## src/rtl/mdu_ctrl.sv

```systemverilog
// Iterative multiply/divide controller for the MIPS ALU: radix-2 shift-add multiply and
// restoring divide over WIDTH cycles, owning the HI/LO registers.
module mdu_ctrl #(
  parameter int WIDTH = 32
) (
  input  logic             clk,
  input  logic             reset,
  input  logic             start,
  input  logic [1:0]       op,
  input  logic [WIDTH-1:0] A,
  input  logic [WIDTH-1:0] B,
  input  logic             hi_we,
  input  logic             lo_we,
  input  logic [WIDTH-1:0] wdata,
  output logic             busy,
  output logic             done,
  output logic [WIDTH-1:0] HI,
  output logic [WIDTH-1:0] LO
);

  localparam int CW = $clog2(WIDTH) + 1;

  typedef enum logic [1:0] {IDLE, CALC, FIX} state_t;

  state_t           state, state_nxt;
  logic [CW-1:0]    count;
  logic             is_div, sign_a, sign_b, div_zero;
  logic [WIDTH-1:0] opnd_b;
  logic [WIDTH-1:0] hi_acc, lo_acc;
  logic [WIDTH-1:0] hi_nxt, lo_nxt;
  logic [WIDTH:0]   mul_sum, shifted, diff;
  logic [2*WIDTH-1:0] prod;
  logic [WIDTH-1:0] quot, rem;

  function automatic logic [WIDTH-1:0] magnitude(input logic signed [WIDTH-1:0] v,
                                                 input logic take);
    return (take && v[WIDTH-1]) ? -v : v;
  endfunction

  function automatic logic [WIDTH-1:0] cond_neg_w(input logic [WIDTH-1:0] v, input logic neg);
    return neg ? -v : v;
  endfunction

  function automatic logic [2*WIDTH-1:0] cond_neg_2w(input logic [2*WIDTH-1:0] v,
                                                    input logic neg);
    return neg ? -v : v;
  endfunction

  always_ff @(posedge clk or posedge reset) begin
    if (reset) begin
      state <= IDLE;
      count <= '0;
      done  <= 1'b0;
    end else begin
      state <= state_nxt;
      done  <= (state == FIX);
      if (state == IDLE && start) count <= '0;
      else if (state == CALC)     count <= count + CW'(1);
    end
  end

  always_comb begin
    state_nxt = state;
    busy      = (state != IDLE);
    case (state)
      IDLE:    if (start) state_nxt = CALC;
      CALC:    if (count == CW'(WIDTH - 1)) state_nxt = FIX;
      FIX:     state_nxt = IDLE;
      default: state_nxt = IDLE;
    endcase
  end

  // One iteration: multiply shifts the product right, divide shifts the remainder left.
  always_comb begin
    mul_sum = {1'b0, hi_acc} + {1'b0, (lo_acc[0] ? opnd_b : '0)};
    shifted = {hi_acc, lo_acc[WIDTH-1]};
    diff    = shifted - {1'b0, opnd_b};
    if (is_div) begin
      hi_nxt = diff[WIDTH] ? shifted[WIDTH-1:0] : diff[WIDTH-1:0];
      lo_nxt = {lo_acc[WIDTH-2:0], ~diff[WIDTH]};
    end else begin
      hi_nxt = mul_sum[WIDTH:1];
      lo_nxt = {mul_sum[0], lo_acc[WIDTH-1:1]};
    end
  end

  always_ff @(posedge clk) begin
    if (state == IDLE && start) begin
      is_div   <= op[1];
      sign_a   <= ~op[0] & A[WIDTH-1];
      sign_b   <= ~op[0] & B[WIDTH-1];
      div_zero <= op[1] && (B == '0);
      opnd_b   <= magnitude(B, ~op[0]);
      hi_acc   <= '0;
      lo_acc   <= magnitude(A, ~op[0]);
    end else if (state == CALC) begin
      hi_acc   <= hi_nxt;
      lo_acc   <= lo_nxt;
    end
  end

  // Remainder takes the dividend sign, so a zero divisor hands back A itself in HI.
  always_comb begin
    prod = cond_neg_2w({hi_acc, lo_acc}, sign_a ^ sign_b);
    quot = div_zero ? '1 : cond_neg_w(lo_acc, sign_a ^ sign_b);
    rem  = cond_neg_w(hi_acc, sign_a);
  end

  always_ff @(posedge clk or posedge reset) begin
    if (reset) begin
      HI <= '0;
      LO <= '0;
    end else if (state == FIX) begin
      if (is_div) begin
        HI <= rem;
        LO <= quot;
      end else begin
        {HI, LO} <= prod;
      end
    end else if (state == IDLE && !start) begin
      if (hi_we) HI <= wdata;
      if (lo_we) LO <= wdata;
    end
  end

endmodule

```

## config.mk

```make
export PLATFORM = sky130hd
export DESIGN_NAME = mdu_ctrl
export DESIGN_NICKNAME = d
export VERILOG_FILES = /design/src/rtl/mdu_ctrl.sv
export SDC_FILE = /design/constraint.sdc
export NUM_CORES = 1
export LEC_CHECK = 0
export CORE_MARGIN = 4
export CORE_UTILIZATION = 30
export CTS_CLUSTER_SIZE = 40
export DETAILED_ROUTE_END_ITERATION = 7
export DONT_BUFFER_PORTS = 1
export HOLD_SLACK_MARGIN = 0.1
export PLACE_DENSITY = 0.42
export SLEW_MARGIN = 15
export SYNTH_ARGS = -nofsm -noshare
export SYNTH_HDL_FRONTEND = slang
export SYNTH_SLANG_ARGS = --single-unit
```

## constraint.sdc

```tcl
create_clock -name clk -period 3.85 [get_ports clk]
set_input_delay 0.77 -clock clk [delete_from_list [all_inputs] [get_ports clk]]
set_output_delay 0.77 -clock clk [all_outputs]
set_load 0.01 [all_outputs]
```

* After elaboration in Yosys (flattened, before gate mapping)
Index checks and enable logic that the tools add are counted.
Operators by class: add/sub/neg operators 8, equal/unequal tests 5, muxes and demuxes 25, bitwise operators 5, reduce and logical (&&, ||, !) cells 16
Operator list (number):
- $mux W32 | 19
- $neg A32 Y32 | 4
- $mux W64 | 1
- $neg A64 Y64 | 1
- $add A32 B32 Y33 | 1
- $sub A33 B32 Y33 | 1
- $logic_not A32 Y1 | 1
- $mux W6 | 2
- $reduce_bool A2 Y1 | 5
- $add A6 B1 Y6 const B | 1
- $eq A6 B5 Y1 const B | 1
- $reduce_and A2 Y1 | 3
- $logic_and A1 B1 Y1 | 5
- $mux W2 | 2
- $ne A2 B2 Y1 const B | 2
- $pmux W2 S2 | 1
- $and A1 B1 Y1 | 2
- $eq A2 B1 Y1 const B | 1
- $eq A2 B2 Y1 const B | 1
- $logic_not A2 Y1 | 1
- $not A1 Y1 | 2
- $logic_not A1 Y1 | 1
- $xor A1 B1 Y1 | 1
Word-level totals: register bits after elaboration 173, input port bits 103, output and inout port bits 66, logic and storage cells 71

* Longest topological paths before layout
Gate-level depths: netlist of run 1.
depth in word-level cells 5, depth in mapped cells 14, mapped depth without buffers 12

* Least setup slack after synthesis of run 1
No wires, ideal clock.
path type reg2reg, start point register lo_acc[31], end point register hi_acc[29], setup time 133 ps, data arrival time 3011 ps, required time 3717 ps, path slack 706 ps, cell stages (with the launch flop) 15, path buffers 2, period minus slack after synthesis 3144 ps, path through edfxtp_1 inv_1 ha_1 fa_1 nand2b_1 a21oi_1 nor4_1 o31ai_1 a41oi_1 xnor2_1 buf_2 buf_4 nor2_1 a222oi_1 o31ai_1
Between the ends: cells in the longest elaborated chain, start to end 3
RTL lines:
- start: declaration | RTL line 29 | logic [WIDTH-1:0] hi_acc, lo_acc;
- start signal: assignment | RTL line 95 | lo_acc <= magnitude(A, ~op[0]);
- start signal: assignment | RTL line 98 | lo_acc <= lo_nxt;
- $sub A33 B32 Y33 | RTL line 77 | diff = shifted - {1'b0, opnd_b};
- $mux W32 | RTL line 79 | hi_nxt = diff[WIDTH] ? shifted[WIDTH-1:0] : diff[WIDTH-1:0];
- $mux W32 | RTL line 78 | if (is_div) begin
- end signal: assignment | RTL line 97 | hi_acc <= hi_nxt;
- end: declaration | RTL line 29
No other way between the ends. A chain may end at the register's enable or synchronous reset.

* Worst setup path in the final report of run 1
start point register lo_acc[31], end point register hi_acc[30]
The elaborated chain is that of the path after synthesis.

==> run summary, run 1 <==
CTS buffer count: 17
I/O Buffers: 0
status: completed
GRT overflow: 0
Layout Cells excl Fill: 2,281
initial antenna violation count: 1
main area contributors after synthesis: edfxtp_1 (15%), dfrtp_1 (13%), xnor2_1 (6.6%)
row count: 78
Reg clk slew, reported paths: 0.08 ns
Pre-antenna DRT Iters: 5
Achievable Freq: 280.1 MHz
PwrDens: 791.6 nW/um^2
Final period util: 0.9273
Leakage: 6.197 nW
RSZ-0062 raised after global routing: false
PnR worst setup slack: 0.2799 ns
commonest cells in the netlist: o21ai_0 (164), nand2_1 (161), nor2_1 (153)
vias: 12,510
largest buffer count on any clock path: 2
Yosys top cell by area: edfxtp_1
initial drt markers: 949
Die X: 222.4 um
die height: 222.4 um
GR Util met2: 0.3257
nets: 1,841
Detailed Route WL: 50,240 um
# DRC: 0
critical path launch point type: register
WL/cell: 22.03 um
Detailed Place HPWL: 39,920 um
Arr. time, crit path: 3.88 ns
flops & latches, synth: 173
Crit Path Max Fanout: 4
clock sinks: 173
share of layout cells above drive strength 1: 0.06726
slowest CP cell: o31ai_1
M3 GR Usage: 0.04637
Setup Crit Path Kind: reg -> reg
Mapped Nets: 1,852
CP required: 4.16 ns
max-cap violations: 0
Post-Syn Area: 13,790 um^2
cts-stage hold buffer count: 0
Synth top area share: 0.1480
syn avg cell area: 8.220 um^2
Hold WS: 0.1199 ns
Setup TNS Final: 0 ns
ys async rst share: 0.4220
met1 Usage GRT: 0.2723
Synth Flop Type: dfrtp_1
Max Slew Vio Count: 0
Synth Instances: 1,678
routability congestion estimate from global placement: 0.8913
vias in the first global route: 12,320
Final ANT Viol Nets: 0
die area: 49,470 um^2
number of synthesized flops with an enable pin: 68
post-DR vias/cell: 5.485
cells along the critical path: inv_1 -> ha_1 -> fa_1 -> nand2b_1 -> a21oi_2 -> nor4_1 -> o31ai_1 -> a2111o_1 -> a41oi_1 -> xnor2_1 -> mux2i_1 -> a22oi_1
dpl ws: 0.2509 ns
first-pass GRT wire length: 77,310 um
HP Class: in -> async
clk_lat worst skew: 0.47 ns
Initial Utilization: 0.3039
Final setup viols: 0
Slew @ Worst Pin: 0.8779 ns
peak supply drop: 0.0002975 V
post-synthesis sequential area ratio: 0.3269
Slew HR: 0.4126
largest net degree at the start of global routing: 62
GRT Total Usage: 0.1990
CTS tree: built
most numerous cell in the Yosys netlist: o21ai_0
Yosys warnings: 0
distinct cell type count after synthesis: 74
Layout area overhead: 10.70%
placed cells: 2,248
Clock Skews: 0.01908 ns
I/O pin total: 169
slowest stage delay, CP: 0.67 ns
largest delay contributor family on the critical path: compound AO/OA/AOI/OAI gates
CORE AREA: 45,380 um^2
CTS Root Cell: clkbuf_16
Setup crit end kind: register
H-tree depth: 4
Final Hold Fails: 0
shortest period the worst path allows: 3.570 ns
Crit path buffers/inverters: 1
gr busiest metal: met2
-- per-layer routing --
layer  wire, um  up-vias  share of wire
met5          0        -              0
met4        635        0          0.013
met3       2942       26          0.059
met2      23350      335           0.46
met1      23320     6067           0.46
li1           -     6084              -
-- where the power goes --
| group | total, mW | internal, mW | switching (mW) |
|---|---|---|---|
| Sequential | 3.77 | 2.71 | 1.07 |
| Combinational | 6.53 | 2.69 | 3.84 |
| Clock | 1.78 | 0.892 | 0.892 |
-- final cells by class --
class / count / area (um^2)
diodes: 1 / 2.502
clock buffers: 19 / 454.2
clock inverters: 13 / 115.1
fillers: 4776 / 30110
inverters: 62 / 234.0
multi-input cells: 1356 / 8751
flip-flops and latches: 173 / 4509
well taps: 600 / 750.7
repair buffers: 57 / 452.9
-- final timing paths --
path,startpoint,endpoint,slack [ns],cells past startpoint
max in group asynchronous,reset,state[1],2.92,2
min in group clk,B[0],opnd_b[0],0.40,0
max reg2reg,lo_acc[31],hi_acc[30],0.28,12
min reg2reg,count[5],state[1],0.51,1
min,reset,LO[3],0.12,1
max,lo_acc[31],hi_acc[30],0.28,12
-- metrics by stage --
step	instance area, um^2	total power [mW]	utilization
after global placement	14690	10.29	0.3238
final	15270	12.09	0.3365
after CTS	15260	12.10	0.3363
after global routing	15270	13.04	0.3364
after detailed placement	14690	10.28	0.3238
after floorplan	13790	8.086	-
-- cell families after synthesis --
family | count (synthesis) | synth area share
and+or+nand+nor | 536 | 0.1867
DFF | 173 | 0.3269
muxes | 54 | 0.03937
AOI/OAI and AO/OA | 523 | 0.2310
adders and majority gates | 71 | 0.06549
xor gates and xnor gates | 172 | 0.1092
buffers and inverters | 149 | 0.04127
-- what timing repair did --
item | CTS | global route
resized for setup | 0 | 1
buffers inserted | 0 | 0
setup endpoints to repair | 0 | 4
-- sequential cells by signal, indices dropped and copies added (netlist names), 2 cells and up --
signal  flops
HI         32
LO         32
hi_acc     32
lo_acc     32
opnd_b     32
count       6
state       2
-- layout by cell type, fill, tap and decap left out, types with 55 or more instances in the layout --
cell type	netlist	routed
dfrtp_1	73	73
edfxtp_1	68	68
nand2_1	161	161
o21ai_0	164	164
ha_1	69	69
a21oi_1	131	130
nor2_1	153	151
buf_4	2	55
xor2_1	68	68
xnor2_1	104	103
inv_1	61	60
Note: power is estimated with default switching activity, not from simulation.
==> run 2: changes to the inputs <==
--- a/config.mk
+++ b/config.mk
@@ -12,7 +12,7 @@
 export DONT_BUFFER_PORTS = 1
 export HOLD_SLACK_MARGIN = 0.1
 export PLACE_DENSITY = 0.42
-export SLEW_MARGIN = 15
+export SLEW_MARGIN = 30
 export SYNTH_ARGS = -nofsm -noshare
 export SYNTH_HDL_FRONTEND = slang
 export SYNTH_SLANG_ARGS = --single-unit
==> results of run 2 <==
Final layout, timing and power as in run 1 (identical DEF).
